==> config.mk <==
export PLATFORM = sky130hd
export DESIGN_NAME = mux21_2bits_rr_arbiter
export DESIGN_NICKNAME = d
export VERILOG_FILES = /design/src/rtl/mux21_2bits_rr_arbiter.sv
export SDC_FILE = /design/constraint.sdc
export NUM_CORES = 1
export LEC_CHECK = 0
export ABC_AREA = 1
export BUFFER_PORTS_ARGS = -buffer_cell sky130_fd_sc_hd__buf_2
export CAP_MARGIN = 30
export CORE_AREA = 4 4 41 43
export DETAILED_ROUTE_END_ITERATION = 12
export DIE_AREA = 0 0 45 47
export HOLD_SLACK_MARGIN = 0.1
export PLACE_DENSITY = 0.48
export SLEW_MARGIN = 30
export SYNTH_ARGS = -nofsm -noshare
export SYNTH_HDL_FRONTEND = slang
export SYNTH_SLANG_ARGS = --single-unit
==> constraint.sdc <==
create_clock -name clk -period 0.9 [get_ports clk]
set_input_delay 0.135 -clock clk [delete_from_list [all_inputs] [get_ports clk]]
set_output_delay 0.135 -clock clk [all_outputs]
set_load 0.03 [all_outputs]
==> src/rtl/mux21_2bits_rr_arbiter.sv <==
// ---------------------------------------------------------------------------
// mux21_2bits_rr_arbiter
//
// Purpose:
//   Upstream stage for the gate-level 2:1 two-bit multiplexer. Two
//   valid/ready producers compete for a single-entry output holding
//   register. The winner's word is registered. `selector` reports which
//   source the held word came from and drives the mux select line.
//   Contention is resolved round-robin. Backpressure from the consumer
//   reaches each source through its ready.
//
// Optional feature:
//   `define MUX21_RR_ARBITER_FIXED_PRIO_EN selects fixed-priority
//   arbitration. In that mode source 0 always wins contention, and the
//   last-grant register is not built.
//
// Parameters:
//   DATA_W     - width of each data word and of out_data (>= 1)
//   RESET_LAST - last-grant value after reset. The default of 1 makes
//                source 0 win the first contested cycle.
//
// Ports:
//   clk                  system clock, rising edge
//   reset                synchronous, active-high reset
//   in0_valid/in0_data   source 0 word offer
//   in0_ready            source 0 word accepted this cycle
//   in1_valid/in1_data   source 1 word offer
//   in1_ready            source 1 word accepted this cycle
//   out_valid            holding register contains a word
//   out_data             held word
//   out_ready            consumer takes the held word this cycle
//   selector             source index of the held word (mux select)
// ---------------------------------------------------------------------------
module mux21_2bits_rr_arbiter #(
  parameter int DATA_W     = 2,
  parameter bit RESET_LAST = 1'b1
) (
  input  logic              clk,
  input  logic              reset,
  input  logic              in0_valid,
  input  logic [DATA_W-1:0] in0_data,
  output logic              in0_ready,
  input  logic              in1_valid,
  input  logic [DATA_W-1:0] in1_data,
  output logic              in1_ready,
  output logic              out_valid,
  output logic [DATA_W-1:0] out_data,
  input  logic              out_ready,
  output logic              selector
);

  // State is encoded as {out_valid, selector}.
  // A drain keeps the selector of the last held word, so the empty
  // condition has two encodings. Both encodings mean "empty".
  typedef enum logic [1:0] {
    ST_EMPTY_S0 = 2'b00,
    ST_EMPTY_S1 = 2'b01,
    ST_FULL0    = 2'b10,
    ST_FULL1    = 2'b11
  } state_e;

  state_e            state_q, state_d;
  logic [DATA_W-1:0] out_data_q, out_data_d;
  logic              grant_valid;
  logic              grant_idx;
  logic              space;
  logic              xfer;

`ifndef MUX21_RR_ARBITER_FIXED_PRIO_EN
  logic last_grant_q, last_grant_d;
`endif

  // Grant selection. When both sources are valid, round-robin picks the
  // source that did not win the last actual transfer.
  always_comb begin
    grant_valid = in0_valid | in1_valid;
    grant_idx   = 1'b0;
    if (in0_valid && in1_valid) begin
`ifdef MUX21_RR_ARBITER_FIXED_PRIO_EN
      grant_idx = 1'b0;
`else
      grant_idx = ~last_grant_q;
`endif
    end else if (in1_valid) begin
      grant_idx = 1'b1;
    end
  end

  // The register can accept a word when it is empty or is being drained
  // in the same cycle. Reset blocks any acceptance.
  assign space = ~state_q[1] | out_ready;
  assign xfer  = grant_valid & space & ~reset;

  // Next-state and datapath logic.
  // A fill takes precedence over a drain in the same cycle.
  // A drain with no fill clears only the valid bit.
  always_comb begin
    state_d    = state_q;
    out_data_d = out_data_q;
    if (xfer) begin
      state_d    = state_e'({1'b1, grant_idx});
      out_data_d = grant_idx ? in1_data : in0_data;
    end else if (state_q[1] && out_ready) begin
      state_d = state_e'({1'b0, state_q[0]});
    end
  end

`ifndef MUX21_RR_ARBITER_FIXED_PRIO_EN
  // Priority rotates only on a real transfer.
  // Idle and stalled cycles leave it unchanged.
  always_comb begin
    last_grant_d = last_grant_q;
    if (xfer) begin
      last_grant_d = grant_idx;
    end
  end
`endif

  // State register.
  always_ff @(posedge clk) begin
    if (reset) begin
      state_q    <= ST_EMPTY_S0;
      out_data_q <= '0;
    end else begin
      state_q    <= state_d;
      out_data_q <= out_data_d;
    end
  end

`ifndef MUX21_RR_ARBITER_FIXED_PRIO_EN
  always_ff @(posedge clk) begin
    if (reset) begin
      last_grant_q <= RESET_LAST;
    end else begin
      last_grant_q <= last_grant_d;
    end
  end
`endif

  // Output decode. Ready is the transfer qualifier steered to the winner.
  // As a result, at most one ready is high, and never without its valid.
  always_comb begin
    out_valid = state_q[1];
    selector  = state_q[0];
    out_data  = out_data_q;
    in0_ready = xfer & ~grant_idx;
    in1_ready = xfer & grant_idx;
  end

endmodule

* Yosys cells after proc, flatten, opt, wreduce, memory -nomap -nowiden
Cells that the tools add are included.
** Word-level totals
- Logic and storage cells :: 22
- Register bits after elaboration :: 5
** Cells by class
- Reduce and logical (&&, ||, !) cells :: 3
- Mux-type cells :: 5
- Bitwise operators :: 10
** Operators with widths (number)
- two-way mux 2 bit :: 3
- bitwise AND 1 bit :: 4
- NOT 1 bit :: 4
- logical AND 1 bit :: 2
- two-way mux 1 bit :: 2
- OR 1 bit :: 2
- nonzero test 2 bit :: 1

* Logic depth before layout (Yosys ltp)
- Depth in word-level cells :: 5
- Gate-level depth with buffers :: 6

* Worst setup path before layout
No wires, ideal clock.
- Path type :: register -> output
- Start :: register state_q[1]
- End :: output port in0_ready
- Buffers on the path :: 0
- Data required time :: 0.765 ns
- Arrival :: 0.932 ns
- Stages on the path, launching flop included :: 4
- Setup slack :: -0.167 ns
- Cells stage by stage :: dfxtp_1 nand2_1 nand3_1 inv_1
** Between the ends
- Longest elaborated chain between the ends :: 5
** Ends and longest elaborated chain
- start: declaration :: line 62 : state_e state_q, state_d;
- start signal: assignment :: line 125 : state_q <= state_d;
- NOT 1 bit :: line 91 : assign space = ~state_q[1] | out_ready;
- OR 1 bit :: line 91
- bitwise AND 1 bit (2 in a row) :: line 92 : assign xfer = grant_valid & space & ~reset;
- bitwise AND 1 bit :: line 146 : in0_ready = xfer & ~grant_idx;
- end: declaration :: line 42 : output logic in0_ready,
Every way passes these cells.

* Final worst setup path
- Start :: register last_grant_q
- End :: output port in0_ready
** Between the ends
- Longest elaborated chain between the ends :: 4
** Ends and longest elaborated chain
- start: declaration :: line 70 : logic last_grant_q, last_grant_d;
- start signal: assignment :: line 135 : last_grant_q <= last_grant_d;
- NOT 1 bit :: line 82 : grant_idx = ~last_grant_q;
- two-way mux 1 bit :: line 78 : if (in0_valid && in1_valid) begin
- NOT 1 bit :: line 146
- bitwise AND 1 bit :: line 146
Every way passes these cells.

==> results.rst <==
.. list-table::
   :header-rows: 1

   * - Metric
     - Value
   * - Setup ws final
     - -0.221 ns
   * - Switching component of the power
     - 246 uW
   * - Number of distinct standard cells referenced by the synthesized netlist
     - 10
   * - Required time at the worst-slack endpoint
     - 0.76 ns
   * - Largest cells by area after synthesis
     - dfxtp_1, nand2_1, inv_1, nand3_4, a21oi_1
   * - Signal arrival time at the worst endpoint
     - 0.99 ns
   * - Worst path cell trace
     - nand2_2, nand2_4, nand3_2, inv_2, buf_6
   * - Deepest level of the CTS H-tree
     - 1
   * - Count of state elements after synthesis
     - 5
   * - Total wire length
     - 759 um
   * - Result of the run
     - complete, but fails checks
   * - Worst voltage drop across the vdd grid
     - 0.000655 V
   * - Ant diodes
     - 0
   * - Combinational fraction of design power
     - 0.326
   * - Buffers plus inverters on the worst setup path
     - 2
   * - Clock slew at the register clock pins of the worst setup and hold paths
     - 0.05 ns
   * - Core region area
     - 0.00130 sq mm
   * - Setup violations, final
     - 5
   * - Share of cells above drive strength 1
     - 0.662
   * - CTS tree
     - built
   * - Worst slew pin tran
     - 0.172 ns
   * - Setup repair after global routing missed its margin
     - true
   * - Total congestion overflow
     - 0
   * - Placed cell areas
     - 429 sq um
   * - Port Buf Inserts
     - 14
   * - Cell depth of the worst hold path
     - 3
   * - Clock group share of total power
     - 0.347
   * - Setup_tns
     - -0.513 ns
   * - WS Path Type
     - register to output pin
   * - Pint
     - 532 uW
   * - Sequential cell area fraction in the yosys report
     - 0.362
   * - Total count of max-transition violations in the final report
     - 0
   * - Critical path launch point type
     - register
   * - Bufs on Longest Clock Path
     - 2
   * - First-pass iteration count of the detailed router
     - 3
   * - First-pass GRT wire length
     - 1.19 mm
   * - DIE AREA
     - 0.00212 sq mm
   * - Routed length per instance
     - 8.83 um
   * - Buffer type at the clock tree root
     - clkbuf_4
   * - Synthesized netlist cell count
     - 43
   * - Global placer's final weighted congestion
     - 0.670
   * - Post-CTS Hold Buffers
     - 0
   * - Pwr/cell area
     - 1410 mW/mm^2
   * - TritonCTS Buffers
     - 3
   * - Number of clock sinks
     - 5
   * - Stages on worst setup path
     - 5
   * - Nature of the critical path endpoint
     - output pin
   * - Number of nets still failing antenna checks after routing
     - 0
   * - Synthesized cell area
     - 277 sq um
   * - DR DRC count
     - 0
   * - Net count after synthesis
     - 52
   * - Std cell rows
     - 13
   * - Crit-path leading delay family
     - flip-flops
   * - Dominant cell type by area after synthesis
     - dfxtp_1
   * - Peak per-stage delay on the critical path
     - 0.33 ns
   * - Average cell area after synthesis
     - 6.43 sq um
   * - Period Utilization, post-route
     - 1.25
   * - Vias
     - 329
   * - Fraction of post-synthesis cell area in the top cell type by area
     - 0.362
   * - Critical-path maximum fanout
     - 3
   * - Largest net degree at the start of global routing
     - 5
   * - I/O pin cnt
     - 15
   * - Clock latency at the later pin of the worst-skew pair
     - 0.24 ns
   * - Worst hold slack across all endpoints
     - 0.165 ns
   * - Initial cell density of the core
     - 0.212
   * - Die Y-Extent
     - 47 um
   * - Shortest period the worst path allows
     - 1.12 ns
   * - Average vias per placed instance
     - 3.83
   * - Leakage
     - 0.000304 uW
   * - Hold Path Class
     - input port to register
   * - Slew headroom
     - 0.885
   * - Maximum clock frequency
     - 892 MHz
   * - Global Route Usage Sum
     - 0.0838
   * - Sw Ratio
     - 0.316
   * - Count of final hold-check violations
     - 0
   * - Net count, final
     - 81
   * - Warnings from Yosys
     - 0
   * - Placement-stage worst setup slack
     - -0.0603 ns
   * - Syn-to-layout area delta
     - 99.5%
   * - Sequential fraction of design power
     - 0.328
   * - Drt initial violations
     - 1
   * - Number of global-route vias before repair
     - 306
   * - HPWL reported at the end of detailed placement
     - 598 um
   * - Max-cap viol count
     - 0
   * - Max stage delay cell, worst path
     - dfxtp_2
   * - Depth of the most critical reg-to-reg path
     - 7
   * - Violations in the final reports
     - negative setup slack
   * - Antenna violations before repair
     - 0
   * - Chip width
     - 45 um
   * - Clock skew after layout
     - 0.00437 ns
   * - Post-route design area
     - 552 sq um
==> final cells by class <==
cell class                      instances  area [sq um]
Multi-Input combinational cell         29           179
Clock buffer                            4          26.3
Fill cell                             147           749
Sequential cell                         5           108
Inverter                                9          33.8
Timing Repair Buffer                   24           186
Tap cell                               15          18.8
==> cell usage after synthesis <==
| library cell | instances |
|---|---|
| nand3_1 | 3 |
| nand2_2 | 2 |
| inv_1 | 7 |
| nand2_1 | 16 |
| a21oi_1 | 3 |
| nand3_4 | 1 |
| nor2_1 | 3 |
| inv_2 | 2 |
| dfxtp_1 | 5 |
| nor2_4 | 1 |
==> through the flow <==
stage / instances / util / power, uW
6_report: 86 / 0.424 / 778
5_1_grt: 86 / 0.424 / 830
3_5_place_dp: 79 / 0.330 / 449
4_1_cts: 86 / 0.393 / 763
2_1_floorplan: 43 / - / 368
3_3_place_gp: 79 / 0.330 / 449
==> flip-flops by register name, summed over array words and instances, names as in the netlist <==
name / cells
out_data: 2
state_q: 2
last_grant_q: 1
==> cells by family after synthesis <==
logic type / share of synthesized area
AOI/OAI and AO/OA: 0.0543
buffers and inverters: 0.122
DFF: 0.362
and+or+nand+nor: 0.462
==> power by group through the flow <==
| stage | Sequential, uW | Combinational (uW) | Clock (uW) |
|---|---|---|---|
| finish | 255 | 253 | 270 |
| global route | 257 | 275 | 298 |
| CTS | 252 | 230 | 281 |
| detailed placement | 254 | 195 | 0 |
| global placement | 253 | 196 | 0 |
| floorplan | 284 | 84.2 | 0 |
==> placed cells by master, fill, tap and decap left out, drive strengths merged <==
cell,synthesis,routed
inv,9,9
nand2,18,18
buf,0,24
clkbuf,0,4
nand3,4,4
a21oi,3,3
dfxtp,5,5
nor2,4,4
==> repair_timing <==
| item | CTS | global route |
|---|---|---|
| endpoints found under the setup margin | 6 | 9 |
| setup buffers | 3 | 2 |
| resized for setup | 11 | 16 |
| gates cloned | 0 | 0 |
| pin swaps | 5 | 4 |
==> final timing paths <==
check / to / start / slack, ns
max: in0_ready / last_grant_q / -0.22
min: state_q[1] / reset / 0.16
max reg2reg: state_q[0] / state_q[1] / -0.04
min reg2reg: out_data[1] / out_data[1] / 0.47
==> layer usage <==
layer  vias up  track usage  share of wire
li1        185            -              -
met1       132       0.0797           0.45
met2        12        0.133           0.44
met3         0       0.0575           0.11
met4         0       0.0526              0
met5         -            0              0
==> tightest hold or removal path, delay by kind of cell <==
kind | cells | cell delay (ns)
AO/OA/AOI/OAI | 1 | 0.03
buffers and inverters | 2 | 0.21
No activity file was read; power rests on OpenSTA's default activity.
